--- src/rtl/tff_count_ctrl.sv ---
`default_nettype none
// ============================================================================
//  Module      : tff_count_ctrl
//  Description : Sequencer for an external bank of WIDTH T flip-flops.
//                Produces per-bit toggle enables so the bank counts from 0
//                up to a sampled limit. In one-shot mode it stops in DONE.
//                In wrap mode it rolls back to 0 and keeps running.
//                Also provides pause, stop and a mirrored copy of the count.
//  Revision    : 1.0  initial release
// ============================================================================
module tff_count_ctrl #(
    parameter int WIDTH = 4
) (
    input  logic             clk,
    input  logic             rst,
    input  logic             start,
    input  logic             stop,
    input  logic             pause,
    input  logic             mode,
    input  logic [WIDTH-1:0] limit,
    output logic [WIDTH-1:0] t_en,
    output logic             clr,
    output logic [WIDTH-1:0] count,
    output logic [1:0]       state,
    output logic             busy,
    output logic             done,
    output logic             wrap
);

    localparam logic [1:0] c_IDLE  = 2'b00;
    localparam logic [1:0] c_RUN   = 2'b01;
    localparam logic [1:0] c_PAUSE = 2'b10;
    localparam logic [1:0] c_DONE  = 2'b11;

    logic [1:0]       r_state;
    logic [WIDTH-1:0] r_count;
    logic [WIDTH-1:0] r_limit;
    logic             r_mode;
    logic             r_done;
    logic             r_wrap;

    logic [WIDTH-1:0] w_inc;
    logic [WIDTH-1:0] w_t_en;
    logic             w_start_acc;
    logic             w_run_active;
    logic             w_term;

    // Bit 0 always toggles on an increment.
    assign w_inc[0] = 1'b1;

    // Bit i toggles when all lower bits are ones (ripple-carry of +1).
    generate
        for (genvar i = 1; i < WIDTH; i++) begin : g_inc_bit
            assign w_inc[i] = &r_count[i-1:0];
        end
    endgenerate

    // Decode start acceptance, the active-count condition and the toggle vector.
    always_comb begin
        w_start_acc  = rst && start && !stop &&
                       ((r_state == c_IDLE) || (r_state == c_DONE));
        w_run_active = rst && (r_state == c_RUN) && !stop && !pause;
        w_term       = (r_count == r_limit);
        w_t_en       = '0;
        if (w_run_active) begin
            if (!w_term) begin
                w_t_en = w_inc;
            end else if (r_mode) begin
                // Toggling every set bit clears the bank back to zero.
                w_t_en = r_count;
            end
        end
    end

    // State, count mirror, sampled configuration and the registered pulses.
    always_ff @(posedge clk or negedge rst) begin
        if (!rst) begin
            r_state <= c_IDLE;
            r_count <= '0;
            r_limit <= '0;
            r_mode  <= 1'b0;
            r_done  <= 1'b0;
            r_wrap  <= 1'b0;
        end else begin
            r_done <= 1'b0;
            r_wrap <= 1'b0;
            if (stop) begin
                // Abort to IDLE. The count is retained.
                r_state <= c_IDLE;
            end else begin
                case (r_state)
                    c_IDLE, c_DONE: begin
                        if (w_start_acc) begin
                            r_limit <= limit;
                            r_mode  <= mode;
                            r_count <= '0;
                            r_state <= c_RUN;
                        end
                    end
                    c_RUN: begin
                        if (pause) begin
                            // Pause takes precedence; terminal check happens after resume.
                            r_state <= c_PAUSE;
                        end else begin
                            r_count <= r_count ^ w_t_en;
                            if (w_term) begin
                                if (r_mode) begin
                                    r_wrap <= 1'b1;
                                end else begin
                                    r_state <= c_DONE;
                                    r_done  <= 1'b1;
                                end
                            end
                        end
                    end
                    c_PAUSE: begin
                        if (!pause) begin
                            r_state <= c_RUN;
                        end
                    end
                    default: r_state <= c_IDLE;
                endcase
            end
        end
    end

    assign t_en  = w_t_en;
    assign clr   = w_start_acc;
    assign count = r_count;
    assign state = r_state;
    assign busy  = rst && ((r_state == c_RUN) || (r_state == c_PAUSE));
    assign done  = r_done;
    assign wrap  = r_wrap;

endmodule
`default_nettype wire

--- config.mk ---
export PLATFORM = sky130hd
export DESIGN_NAME = tff_count_ctrl
export DESIGN_NICKNAME = d
export VERILOG_FILES = /design/src/rtl/tff_count_ctrl.sv
export SDC_FILE = /design/constraint.sdc
export NUM_CORES = 1
export LEC_CHECK = 0
export BUFFER_PORTS_ARGS = -buffer_cell sky130_fd_sc_hd__buf_2
export CAP_MARGIN = 20
export CORE_MARGIN = 8
export CORE_UTILIZATION = 40
export DETAILED_ROUTE_END_ITERATION = 6
export SYNTH_ARGS = -nofsm -noshare
export SYNTH_HDL_FRONTEND = slang
export SYNTH_SLANG_ARGS = --single-unit
--- constraint.sdc ---
create_clock -name clk -period 4.15 [get_ports clk]
set_input_delay 1.0375 -clock clk [delete_from_list [all_inputs] [get_ports clk]]
set_output_delay 1.0375 -clock clk [all_outputs]
set_load 0.05 [all_outputs]
# Word level (Yosys, flattened, before mapping)

Cells that the tools add are included.

Bits in registers: 13
Input port bits: 10
Output and inout bits: 14
Logic and storage cells: 60

Equality and inequality tests: 10
Muxes and demuxes: 23
Bitwise gates (word level): 2
Reductions and logical operators: 19

Operators with widths:

| cell                                           | count |
|---|---|
| two-way mux 4 bit                              | 5 |
| two-way mux 2 bit                              | 6 |
| two-way mux 1 bit                              | 10 |
| inequality test 4 bit (second input constant)  | 2 |
| one-hot mux 4 bit (2 select lines)             | 1 |
| AND reduction 4 bit                            | 2 |
| logical AND 1 bit                              | 7 |
| inequality test 3 bit (second input constant)  | 2 |
| one-hot mux 2 bit (3 select lines)             | 1 |
| AND reduction 3 bit                            | 2 |
| == test 2 bit (second input constant)          | 2 |
| == test 4 bit                                  | 1 |
| inequality test 2 bit (second input constant)  | 2 |
| bitwise XOR 4 bit                              | 1 |
| == test 2 x 1 -> 1 bit (second input constant) | 1 |
| logical NOT 1 bit                              | 2 |
| logical NOT 2 bit                              | 1 |
| logical OR 1 bit                               | 2 |
| AND reduction 2 bit                            | 1 |
| nonzero test 2 bit                             | 1 |
| OR reduction 2 bit                             | 1 |
| NOT 1 bit                                      | 1 |

# Longest topological paths before layout

Gate-level depths: netlist (run 1).

Depth in word-level cells: 8
Mapped depth: 7
Depth with buffers taken out: 6

# Worst setup path after synthesis (run 1)

No wires, ideal clock.

Path type: input -> output
Start point: input port pause
End point: output port t_en[3]
Data arrival time: 2.657 ns
Data required time: 3.113 ns
Path slack: 0.456 ns
Cell stages on the path: 3
Path buffers: 0
Cell sequence: and4bb_2 -> nand4_1 -> o21ai_0

Longest elaborated chain between the ends: 3

RTL lines:

| what               | RTL line | text |
|---|---|---|
| start: declaration | 18       | `input logic pause,` |
| logical NOT 1 bit  | --       |  |
| logical AND 1 bit  | 62       | `w_run_active = rst && (r_state == c_RUN) && !stop && !pause;` |
| two-way mux 4 bit  | 65       | `if (w_run_active) begin` |
| end: declaration   | 21       | `output logic [WIDTH-1:0] t_en,` |

Every way passes these cells.

# Final worst setup path (run 1)

Start point: input port rst
End point: output port t_en[1]

Longest elaborated chain between the ends: 4

RTL lines:

| what                            | RTL line | text |
|---|---|---|
| start: declaration              | 15       | `input logic rst,` |
| logical AND 1 bit (3 in series) | 62       |  |
| two-way mux 4 bit               | 65       |  |

Every way passes these cells.

==> results of run 1 <==
[state kept, by name, indices dropped and copies added (netlist names)]
register	flops
r_limit	4
wrap	1
r_mode	1
state	2
count	4
done	1
[per-layer routing]
metal / vias to the layer above / track usage [%] / part of all wire (%)
li1: 393 / - / -
met2: 16 / 16.9 / 47
met1: 361 / 12.3 / 47
met3: 4 / 2.69 / 4.7
met4: 0 / 3.42 / 1.0
met5: - / 0 / 0
[final cells by class]
| cell class | instances | area [um2] |
|---|---|---|
| Fill cell | 202 | 965 |
| Tap cell | 27 | 33.8 |
| Clock buffer | 4 | 26.3 |
| Multi-Input combinational cell | 74 | 475 |
| Inverter | 9 | 33.8 |
| Sequential cell | 13 | 325 |
| Timing Repair Buffer | 24 | 123 |
[power breakdown]
part | internal [W] | switching, W
sequential | 0.000180 | 0.0000698
clock | 0.0000373 | 0.0000421
combinational | 0.000156 | 0.000309
[worst register-to-register path, delay by kind of cell (launching register included)]
kind | cells | cell delay (ns)
adders and majority gates | 1 | 0.34
AOI/OAI and AO/OA | 1 | 0.07
DFF | 1 | 0.41
and+or+nand+nor | 3 | 1.31
buffers and inverters | 1 | 0.09
[synthesized netlist by cell type (all sizes together)]
| library cell | count |
|---|---|
| a221oi | 1 |
| and3 | 1 |
| a21boi | 3 |
| nand4b | 1 |
| and2 | 1 |
| o41a | 1 |
| nor2 | 5 |
| buf | 3 |
| a21oi | 4 |
| o21ai | 3 |
| a21o | 1 |
| ha | 2 |
| nand2 | 23 |
| nor4bb | 1 |
| or4 | 2 |
| nand3 | 4 |
| nor4 | 2 |
| nand4 | 1 |
| a31oi | 1 |
| xor2 | 4 |
| a21bo | 1 |
| a31o | 1 |
| o22ai | 1 |
| dfrtp | 13 |
| or3b | 1 |
| o211ai | 1 |
| or3 | 1 |
| o311ai | 1 |
| mux2i | 3 |
| nand2b | 1 |
| nor2b | 1 |
| inv | 9 |
| and4bb | 1 |
[per-stage QoR]
step	instance area [um2]	instances	hold WS [ns]	total power (W)	util, %
2_1_floorplan	856	99	0.465	0.000620	-
3_3_place_gp	991	147	0.484	0.000714	50.0
3_5_place_dp	991	147	0.490	0.000719	50.0
4_1_cts	1020	151	0.509	0.000802	51.3
5_1_grt	1020	151	0.533	0.000856	51.3
6_report	1020	151	0.504	0.000794	51.3
[worst max-delay path by stage]
stage                from  endpoint  slack (ns)
finish                rst   t_en[1]        0.74
floorplan           pause   t_en[3]        0.46
CTS                   rst   t_en[1]        0.72
global route          rst   t_en[1]        0.59
detailed placement    rst   t_en[1]        0.72
global placement      rst   t_en[1]        0.75
[logic make-up after synthesis]
family,after synthesis
AO/OA/AOI/OAI,19
AND/OR/NAND/NOR,46
XOR/XNOR,4
flip-flops,13
multiplexers,3
buffers and inverters,12
adder cells (fa/ha/maj),2
==> summary.txt, run 1 <==
Run status
  – Status: finished clean

Place
  – Detailed placement HPWL: 1540 um
  – GPL Wtd Cong: 0.800
  – I/O Buffers: 23
  – Pre-CTS setup slack: about 0.72 ns

Worst setup path
  – R2r endpoint: count[1]$_DFFE_PN0P_
  – Reg2reg start: state[1]$_DFFE_PN0P_
  – Crit path depth: 5
  – Crit path DAT: roughly 2.4 ns
  – FF-to-FF path depth: 6
  – Data required, critical path: 3.11 ns
  – CP Class: input port to output pin
  – Most used cell, CP: buf_2
  – Reg2Reg Setup Slack: approximately 1.8 ns
  – CP Launch Type: input port
  – Worst-path cell chain: buf_2, and4bb_2, nand3_1, mux2i_1, buf_2
  – Worst setup EP type: output pin
  – Crit-path max FO: 19
  – Crit-path slowest cell: and4bb_2
  – Buffers & Inverters on Critical Path: 2
  – Worst path max stage delay: ~0.37 ns
  – Crit path max-delay family: buffers and inverters

Min path
  – Hold WC Path Type: register to register
  – Hold Path Depth: 2
  – Hold Path End: r_limit[0]$_DFFE_PN0P_
  – Hold path startpoint: r_limit[0]$_DFFE_PN0P_

Floorplanning
  – Die H: slightly above 60 um
  – Die area: between 3000 and 4000 um2
  – I/O Pins: 24
  – Initial Util: 43.2%
  – Die width: between 60 and 70 um
  – Core ar.: ~2000 um2
  – Row cnt: 16

Global route
  – Initial antenna violation count: 0
  – Vias in the first global route: around 780
  – GRT overflow: 0
  – Total GRT Usage: between 10% and 20%
  – Largest net degree at the start of global routing: 20
  – First-pass GRT wire length: approximately 3400 um

Final layout
  – Area Overhead vs Synth: 18.9%
  – Most frequent cells in the layout: nand2_1 (23), buf_2 (23), dfrtp_1 (13), inv_1 (9), nor2_1 (5)
  – Share of layout cells above drive strength 1: approximately 28%
  – Layout Nets: ~140
  – N_diodes: 0

Timing
  – Final worst slack: 0.745 ns
  – Rel. slew slack: between 70% and 80%
  – Clock Skew: 0.00215 ns
  – Fin. Hold Viols: 0
  – TNS Setup: 0 ns
  – Measured slew at the worst slew-check pin: just under 0.4 ns
  – Final Max Slew Viols: 0
  – Max frequency: 294 MHz
  – RSZ-0062 raised after global routing: no
  – Post-layout min period: 3.41 ns
  – Tcrit/Tclk final: 82.1%
  – Final Setup Violations: 0

Clock network
  – Setup Fix Bufs, Post-CTS: 0
  – # hold bufs at CTS: 0
  – Longest Clk Path Bufs: 2
  – CTS Buf Count: 3
  – Sink Count: 13
  – Root buffer cell: clkbuf_4
  – CTS tree: yes
  – Skew-Pair Late Insertion Delay: about 0.27 ns
  – CTS resizes: 0
  – Htree depth: 1
  – CTS clk-pin slew, worst paths: ~0.08 ns

Pwr
  – Pwr dens: about 800 nW/um2
  – VDD IR max: around 370 uV
  – Leakage power: between 0.5 and 0.6 nW

Yosys
  – Syn_area_per_cell: slightly below 9 um2
  – Largest family of logic cells by synthesized area: simple AND/OR/NAND/NOR gates
  – Cell taking the most area after synthesis: dfrtp_1
  – Top cell type's share of synthesized area: between 30% and 40%
  – Synth top area cells: dfrtp_1 (38%), nand2_1 (10%), xor2_1 (4.1%)
  – Post-synthesis xor/xnor area fraction: approximately 4.1%
  – Post-synthesis cell type count: 38
  – Net count after synthesis: approximately 110
  – YS warnings: 0
  – Sequential fraction of the synthesis area: between 30% and 40%
  – Post-synthesis compound-gate area fraction: between 10% and 20%
  – Synthesized area: between 800 and 900 um2
  – Simple-gate share of the synthesized area: 28.9%
  – Mux contribution to synthesized area: under 10%
  – Yosys reg bits: 13
  – Adder-cell area share of the yosys netlist: between 2 and 3%
  – Syn Inst Count: between 90 and 100

Route
  – Antenna-violating nets left: 0
  – Via count: ~770
  – Drt drc: 0
  – Iteration-0 DRC count of the detailed router: 19
  – Final WL: 1980 um
  – Via density: 5.13
  – Drt wl/cell: about 13 um
  – Drt pass-1 iters: 4

Flow run
  – Max-cap violations: 0
Note: power is estimated with default switching activity, not from simulation.
==> run 2: changes to the inputs <==
--- a/config.mk
+++ b/config.mk
@@ -5,6 +5,7 @@
 export SDC_FILE = /design/constraint.sdc
 export NUM_CORES = 1
 export LEC_CHECK = 0
+export ABC_AREA = 1
 export BUFFER_PORTS_ARGS = -buffer_cell sky130_fd_sc_hd__buf_2
 export CAP_MARGIN = 20
 export CORE_MARGIN = 8
==> constraint.sdc (replaced) <==
create_clock -name clk -period 3.45 [get_ports clk]
set_input_delay 0.8625 -clock clk [delete_from_list [all_inputs] [get_ports clk]]
set_output_delay 0.8625 -clock clk [all_outputs]
set_load 0.05 [all_outputs]
==> run 2 against run 1 <==
Clock power is 18% higher. Global-route usage is 1.1 points higher. Critical path depth is 4 higher. Clock-buffer cell count stayed put. Flip-flop and latch count stayed put. Setup slack worse by 0.13 ns. Highest routed layer unchanged. Sequential power hardly changed. Cell area is 4.4% higher. Hold slack better by 0.028 ns. Critical endpoint unchanged. Combinational power is 18% higher.
==> summary.txt, run 2 <==
Worst setup path
  – Crit path DAT: slightly below 2 ns
  – Crit-path max FO: 8
  – CP Class: input port to output pin
  – Data required, critical path: about 2.6 ns
  – FF-to-FF path depth: 10
  – Buffers & Inverters on Critical Path: 4
  – Crit path max-delay family: simple AND/OR/NAND/NOR gates
  – R2r endpoint: count[0]$_DFFE_PN0P_
  – Worst setup EP type: output pin
  – Crit-path slowest cell: buf_2
  – Reg2Reg Setup Slack: roughly 1.8 ns
  – Worst path max stage delay: 0.27 ns
  – CP Launch Type: input port
  – Reg2reg start: state[1]$_DFFE_PN0P_
  – Worst-path cell chain: buf_2, inv_2, nand2_2, nor2_2, inv_2, nor2_4, nand2_2, nor2_4, buf_2

Final layout
  – N_diodes: 0
  – Design Area, Final: ~1100 um2
  – FILL cells: 232
  – Filler-free cell count of the finished design: roughly 180
  – Multi-input logic area: ~460 um2
  – FF+latch area: 325 um2
  – Util after Layout: 49.4%
  – Area Overhead vs Synth: 21.5%
  – Layout Nets: between 150 and 200
  – Most frequent cells in the layout: nand2_1 (34), buf_2 (23), inv_1 (14), dfrtp_1 (13)
  – Share of layout cells above drive strength 1: around a third
  – Commonest non-fill, non-tap cell in the layout: nand2_1

Clock network
  – Setup Fix Bufs, Post-CTS: 0
  – Sink Count: 13
  – CTS Buf Count: 3
  – Skew-Pair Late Insertion Delay: roughly 0.27 ns
  – CTS tree: yes
  – CTS resizes: 0
  – # hold bufs at CTS: 0
  – CTS clk-pin slew, worst paths: roughly 0.08 ns
  – Longest Clk Path Bufs: 2
  – Htree depth: 1
  – Root buffer cell: clkbuf_4

Global route
  – GRT overflow: 0
  – First-pass GRT wire length: approximately 3700 um
  – Largest net degree at the start of global routing: 16
  – Vias in the first global route: between 800 and 900
  – Total GRT Usage: 11.3%
  – Initial antenna violation count: 0

Pwr
  – VDD IR max: 332 uV
  – Leakage power: 0.580 nW
  – Pwr dens: around 840 nW/um2

Timing
  – Rel. slew slack: between 80% and 90%
  – Measured slew at the worst slew-check pin: around 0.26 ns
  – TNS Setup: 0 ns
  – Tcrit/Tclk final: around 82%
  – RSZ-0062 raised after global routing: no
  – Post-layout min period: between 2 and 3 ns
  – Final Max Slew Viols: 0
  – Min Hold Slack: between 0.5 and 0.6 ns
  – Fin. Hold Viols: 0
  – Clock Skew: 0.000921 ns
  – Max frequency: 353 MHz
  – Final Setup Violations: 0

Floorplanning
  – Row cnt: 17
  – Die width: between 60 and 70 um
  – Core ar.: 2150 um2
  – I/O Pins: 24
  – Initial Util: between 40% and 50%
  – Die H: between 60 and 70 um
  – Die area: 3940 um2

Route
  – Drt drc: 0
  – Final WL: approximately 2200 um
  – Via density: between 4 and 5
  – Drt pass-1 iters: 4
  – Antenna-violating nets left: 0
  – Via count: around 870
  – Drt wl/cell: between 10 and 15 um
  – Iteration-0 DRC count of the detailed router: 36

Yosys
  – Yosys reg bits: 13
  – Adder-cell area share of the yosys netlist: 2.86%
  – Post-synthesis xor/xnor area fraction: 0%
  – Post-synth EDFFs: 0
  – Mux contribution to synthesized area: 0%
  – Simple-gate share of the synthesized area: 39.9%
  – Share of flip-flops with an asynchronous set or reset: 100%
  – Syn_area_per_cell: slightly above 7 um2
  – Most common library cells after synthesis: nand2_1 (34), inv_1 (14), dfrtp_1 (13)
  – Synthesized area: approximately 900 um2
  – Syn Inst Count: 122
  – Largest family of logic cells by synthesized area: simple AND/OR/NAND/NOR gates
  – Sequential fraction of the synthesis area: 37.2%
  – Net count after synthesis: roughly 130
  – Top_reg_cell synth: dfrtp_1
  – YS warnings: 0
  – Post-synthesis cell type count: 21
  – Synth top area cells: dfrtp_1 (37%), nand2_1 (15%), nor2_4 (6.4%)
  – Count leader, synth: nand2_1
  – Top cell type's share of synthesized area: between 30% and 40%
  – Cell taking the most area after synthesis: dfrtp_1
  – Post-synthesis compound-gate area fraction: between 10% and 20%

Place
  – Detailed placement HPWL: 1700 um
  – GPL Wtd Cong: ~0.86
  – Inst Count DP: roughly 170
  – I/O Buffers: 23
  – Area after DPL: between 1000 and 1500 um2

Flow run
  – Max-cap violations: 0

Min path
  – Hold WC Path Type: input port to async pin

Run status
  – Status: finished clean
-- run 2: cell count changes after synthesis, moves of 4 or more --
cell / delta
nand2_2: +6
nand2_1: +11
xor2_1: -4
nand4_1: +4
inv_1: +5
inv_2: +7
nor2_4: +5
-- run 2: how the worst max path moves through the flow --
stage,endpoint,from,cells past startpoint,slack [ns]
CTS,t_en[1],stop,9,0.63
detailed placement,t_en[1],stop,9,0.63
global route,t_en[1],stop,9,0.52
floorplan,t_en[2],state[0]$_DFFE_PN0P_,6,0.77
global placement,t_en[1],stop,9,0.65
finish,t_en[1],stop,9,0.62
-- run 2: per-stage QoR --
stage | total power (W) | setup WS [ns]
floorplan | 0.000687 | 0.767
global placement | 0.000790 | 0.647
detailed placement | 0.000799 | 0.632
CTS | 0.000895 | 0.630
global route | 0.000973 | 0.525
finish | 0.000892 | 0.619
-- run 2: routing by layer --
layer	GRT usage, %	vias up	wire length, um
met5	0	-	0
met4	3.42	0	14
met3	3.41	2	140
met2	17.5	28	981
met1	14.6	396	1040
li1	-	441	-
-- run 2: where the power goes --
part           leakage (nW)  switching, W  internal (W)  total (W)
Sequential            0.170     0.0000499      0.000202   0.000252
Combinational         0.395      0.000391      0.000156   0.000547
Clock                0.0150     0.0000490     0.0000447  0.0000937
Total                 0.580      0.000489      0.000403   0.000892
-- run 2: kinds of logic (layout without fill, tap and decap cells) --
family | Yosys count | in the layout
adders and majority gates | 2 | 2
AOI/OAI and AO/OA | 15 | 15
buffers and inverters | 23 | 51
and+or+nand+nor | 69 | 69
DFF | 13 | 13
-- run 2: final cells by class --
| class | count | share of cell area [%] |
|---|---|---|
| Inverter | 22 | 7.77 |
| Timing Repair Buffer | 25 | 12.2 |
| Sequential cell | 13 | 30.6 |
| Tap cell | 28 | 3.30 |
| Clock buffer | 4 | 2.47 |
| Multi-Input combinational cell | 86 | 43.6 |
==> run 3: changes to the inputs <==
--- a/config.mk
+++ b/config.mk
@@ -5,12 +5,13 @@
 export SDC_FILE = /design/constraint.sdc
 export NUM_CORES = 1
 export LEC_CHECK = 0
-export ABC_AREA = 1
+export ABC_AREA = 0
 export BUFFER_PORTS_ARGS = -buffer_cell sky130_fd_sc_hd__buf_2
 export CAP_MARGIN = 20
 export CORE_MARGIN = 8
 export CORE_UTILIZATION = 40
 export DETAILED_ROUTE_END_ITERATION = 6
+export PLACE_DENSITY = 0.66
 export SYNTH_ARGS = -nofsm -noshare
 export SYNTH_HDL_FRONTEND = slang
 export SYNTH_SLANG_ARGS = --single-unit
==> constraint.sdc (replaced) <==
create_clock -name clk -period 2.6 [get_ports clk]
set_input_delay 0.65 -clock clk [delete_from_list [all_inputs] [get_ports clk]]
set_output_delay 0.65 -clock clk [all_outputs]
set_load 0.05 [all_outputs]
==> run 3 against run 2 <==
Clock power is 30% higher. Flip-flop and latch count unchanged. Final cell count is 9.6% lower. Largest power group unchanged. Critical path type is now register to output pin. Sequential power increased by 51%. Core utilization is 9.1 points higher. Clock-buffer cell count did not move. Cell area is 9.3% higher. Register-to-register slack got worse by 1.3 ns. Die area decreased by 1.6%. Clock skew is 0.0033 ns higher. Combinational power grew 71%.
==> summary.txt, run 3 (synthesis gave the netlist of run 1 again) <==
Worst setup path
  – FF-to-FF path depth: 6
  – Reg2Reg Setup Slack: 0.44 ns
  – Crit-path max FO: 9
  – CP Launch Type: register
  – Data required, critical path: between 1.5 and 2 ns
  – Reg2reg start: state[1]$_DFFE_PN0P_
  – Worst setup EP type: output pin
  – Crit path DAT: approximately 1.9 ns
  – CP Class: register to output pin
  – R2r endpoint: count[1]$_DFFE_PN0P_

Clock network
  – Root buffer cell: clkbuf_4
  – CTS clk-pin slew, worst paths: approximately 0.08 ns
  – # hold bufs at CTS: 0
  – Longest Clk Path Bufs: 2
  – CTS Buf Count: 3
  – CTS tree: yes
  – Sink Count: 13
  – Skew-Pair Late Insertion Delay: 0.27 ns
  – Htree depth: 1

Floorplanning
  – Core ar.: between 1500 and 2000 um2
  – Row cnt: 16
  – Die H: 62.3 um
  – Die area: 3880 um2
  – Die width: 62.3 um
  – Initial Util: ~43%
  – I/O Pins: 24

Route
  – Final WL: approximately 2200 um
  – Iteration-0 DRC count of the detailed router: 22
  – Via count: ~830
  – Drt drc: 0
  – Antenna-violating nets left: 0
  – Drt wl/cell: 13.4 um
  – Via density: 5.17
  – Drt pass-1 iters: 4

Final layout
  – Area Overhead vs Synth: 35.7%
  – Most frequent cells in the layout: nand2_1 (23), buf_2 (20), dfrtp_1 (11), buf_4 (10), inv_1 (9)
  – Share of layout cells above drive strength 1: roughly two fifths
  – FILL cells: about 170
  – Layout Nets: around 150
  – N_diodes: 0
  – Design Area, Final: around 1200 um2
  – Commonest non-fill, non-tap cell in the layout: nand2_1

Timing
  – Post-layout min period: about 2.6 ns
  – Measured slew at the worst slew-check pin: approximately 0.47 ns
  – Final Max Slew Viols: 0
  – Clock Skew: around 0.0042 ns
  – Rel. slew slack: around two thirds
  – Final Setup Violations: 0
  – Max frequency: 390 MHz
  – Tcrit/Tclk final: about 99%
  – Fin. Hold Viols: 0
  – RSZ-0062 raised after global routing: yes

Global route
  – Total GRT Usage: approximately 11%
  – First-pass GRT wire length: 3640 um
  – GRT overflow: 0
  – Largest net degree at the start of global routing: 15
  – Vias in the first global route: slightly below 800
  – Initial antenna violation count: 0

Place
  – I/O Buffers: 23
  – Detailed placement HPWL: around 1700 um
  – GPL Wtd Cong: between 0.8 and 0.9
  – Area after DPL: about 1100 um2

Pwr
  – VDD IR max: roughly 730 uV
  – Power, Total: 0.00144 W
  – Leakage power: 0.587 nW
  – Pwr dens: 1240 nW/um2

Run status
  – Status: finished clean

Min path
  – Hold WC Path Type: input port to async pin

Flow run
  – Max-cap violations: 0
==> run 3: changes by cell type in the layout (fill, tap and decap cells not counted), moves of 4 or more <==
cell     before  now
nand2_1      34   23
buf_4         2   10
inv_2         7    0
nand2_2       6    0
inv_1        14    9
nor2_4        5    0
nand4_1       5    1
o21ai_0       5    1
xor2_1        0    4
==> run 3: area by class of cell <==
cell class                 count  area, um2  area share [%]
inverter                       9       33.8            2.91
timing repair buffer          34        241            20.8
multi-input combinational     74        498            42.9
sequential                    13        328            28.2
tap                           27       33.8            2.91
clock buffer                   4       26.3            2.26
==> run 3: stage by stage <==
step / setup TNS (ns) / util [%] / cells / setup slack, ns / hold WS [ns]
2_1_floorplan: -0.000419 / - / 99 / -0.000419 / 0.354
3_5_place_dp: 0 / 54.0 / 153 / 0.194 / 0.483
6_report: 0 / 58.6 / 161 / 0.0345 / 0.305
3_3_place_gp: 0 / 54.0 / 153 / 0.215 / 0.480
4_1_cts: -0.0131 / 55.7 / 157 / -0.0131 / 0.297
5_1_grt: -0.0440 / 58.6 / 161 / -0.0381 / 0.304
==> run 3: how the worst max path moves through the flow <==
stage	startpoint	depth (start not counted)	to	slack, ns
2_1_floorplan	state[0]$_DFFE_PN0P_	5	t_en[3]	-0.0004
3_3_place_gp	pause	5	t_en[1]	0.21
3_5_place_dp	stop	5	t_en[3]	0.19
4_1_cts	count[2]$_DFFE_PN0P_	6	t_en[2]	-0.01
5_1_grt	count[0]$_DFFE_PN0P_	6	t_en[2]	-0.04
6_report	count[0]$_DFFE_PN0P_	6	t_en[2]	0.03
==> run 3: critical path, cell delays in order, from the launching register on <==
cell	delay, ns
dfrtp_2	0.43
xor2_1	0.17
nor4_2	0.27
bufbuf_16	0.30
and3_1	0.17
a21o_1	0.14
buf_6	0.16
==> run 3: where the power goes <==
group / internal (W) / switching, W / total, W / leakage [nW]
sequential: 0.000291 / 0.0000899 / 0.000381 / 0.162
combinational: 0.000378 / 0.000559 / 0.000937 / 0.411
clock: 0.0000594 / 0.0000628 / 0.000122 / 0.0150
total: 0.000728 / 0.000712 / 0.00144 / 0.587
==> run 3: layer usage <==
layer / vias to the layer above / GRT usage (%) / part of all wire (%)
met5: - / 0 / 0
met4: 0 / 3.42 / 0.56
met3: 2 / 3.94 / 4.8
met2: 29 / 16.9 / 45
met1: 382 / 14.9 / 50
li1: 419 / - / -
==> run 3: repair_timing <==
action / CTS / global route
buffers inserted: 0 / 4
pin swaps: 0 / 3
cloned: 0 / 0
endpoints found under the setup margin: 3 / 3
gates resized for setup: 3 / 5
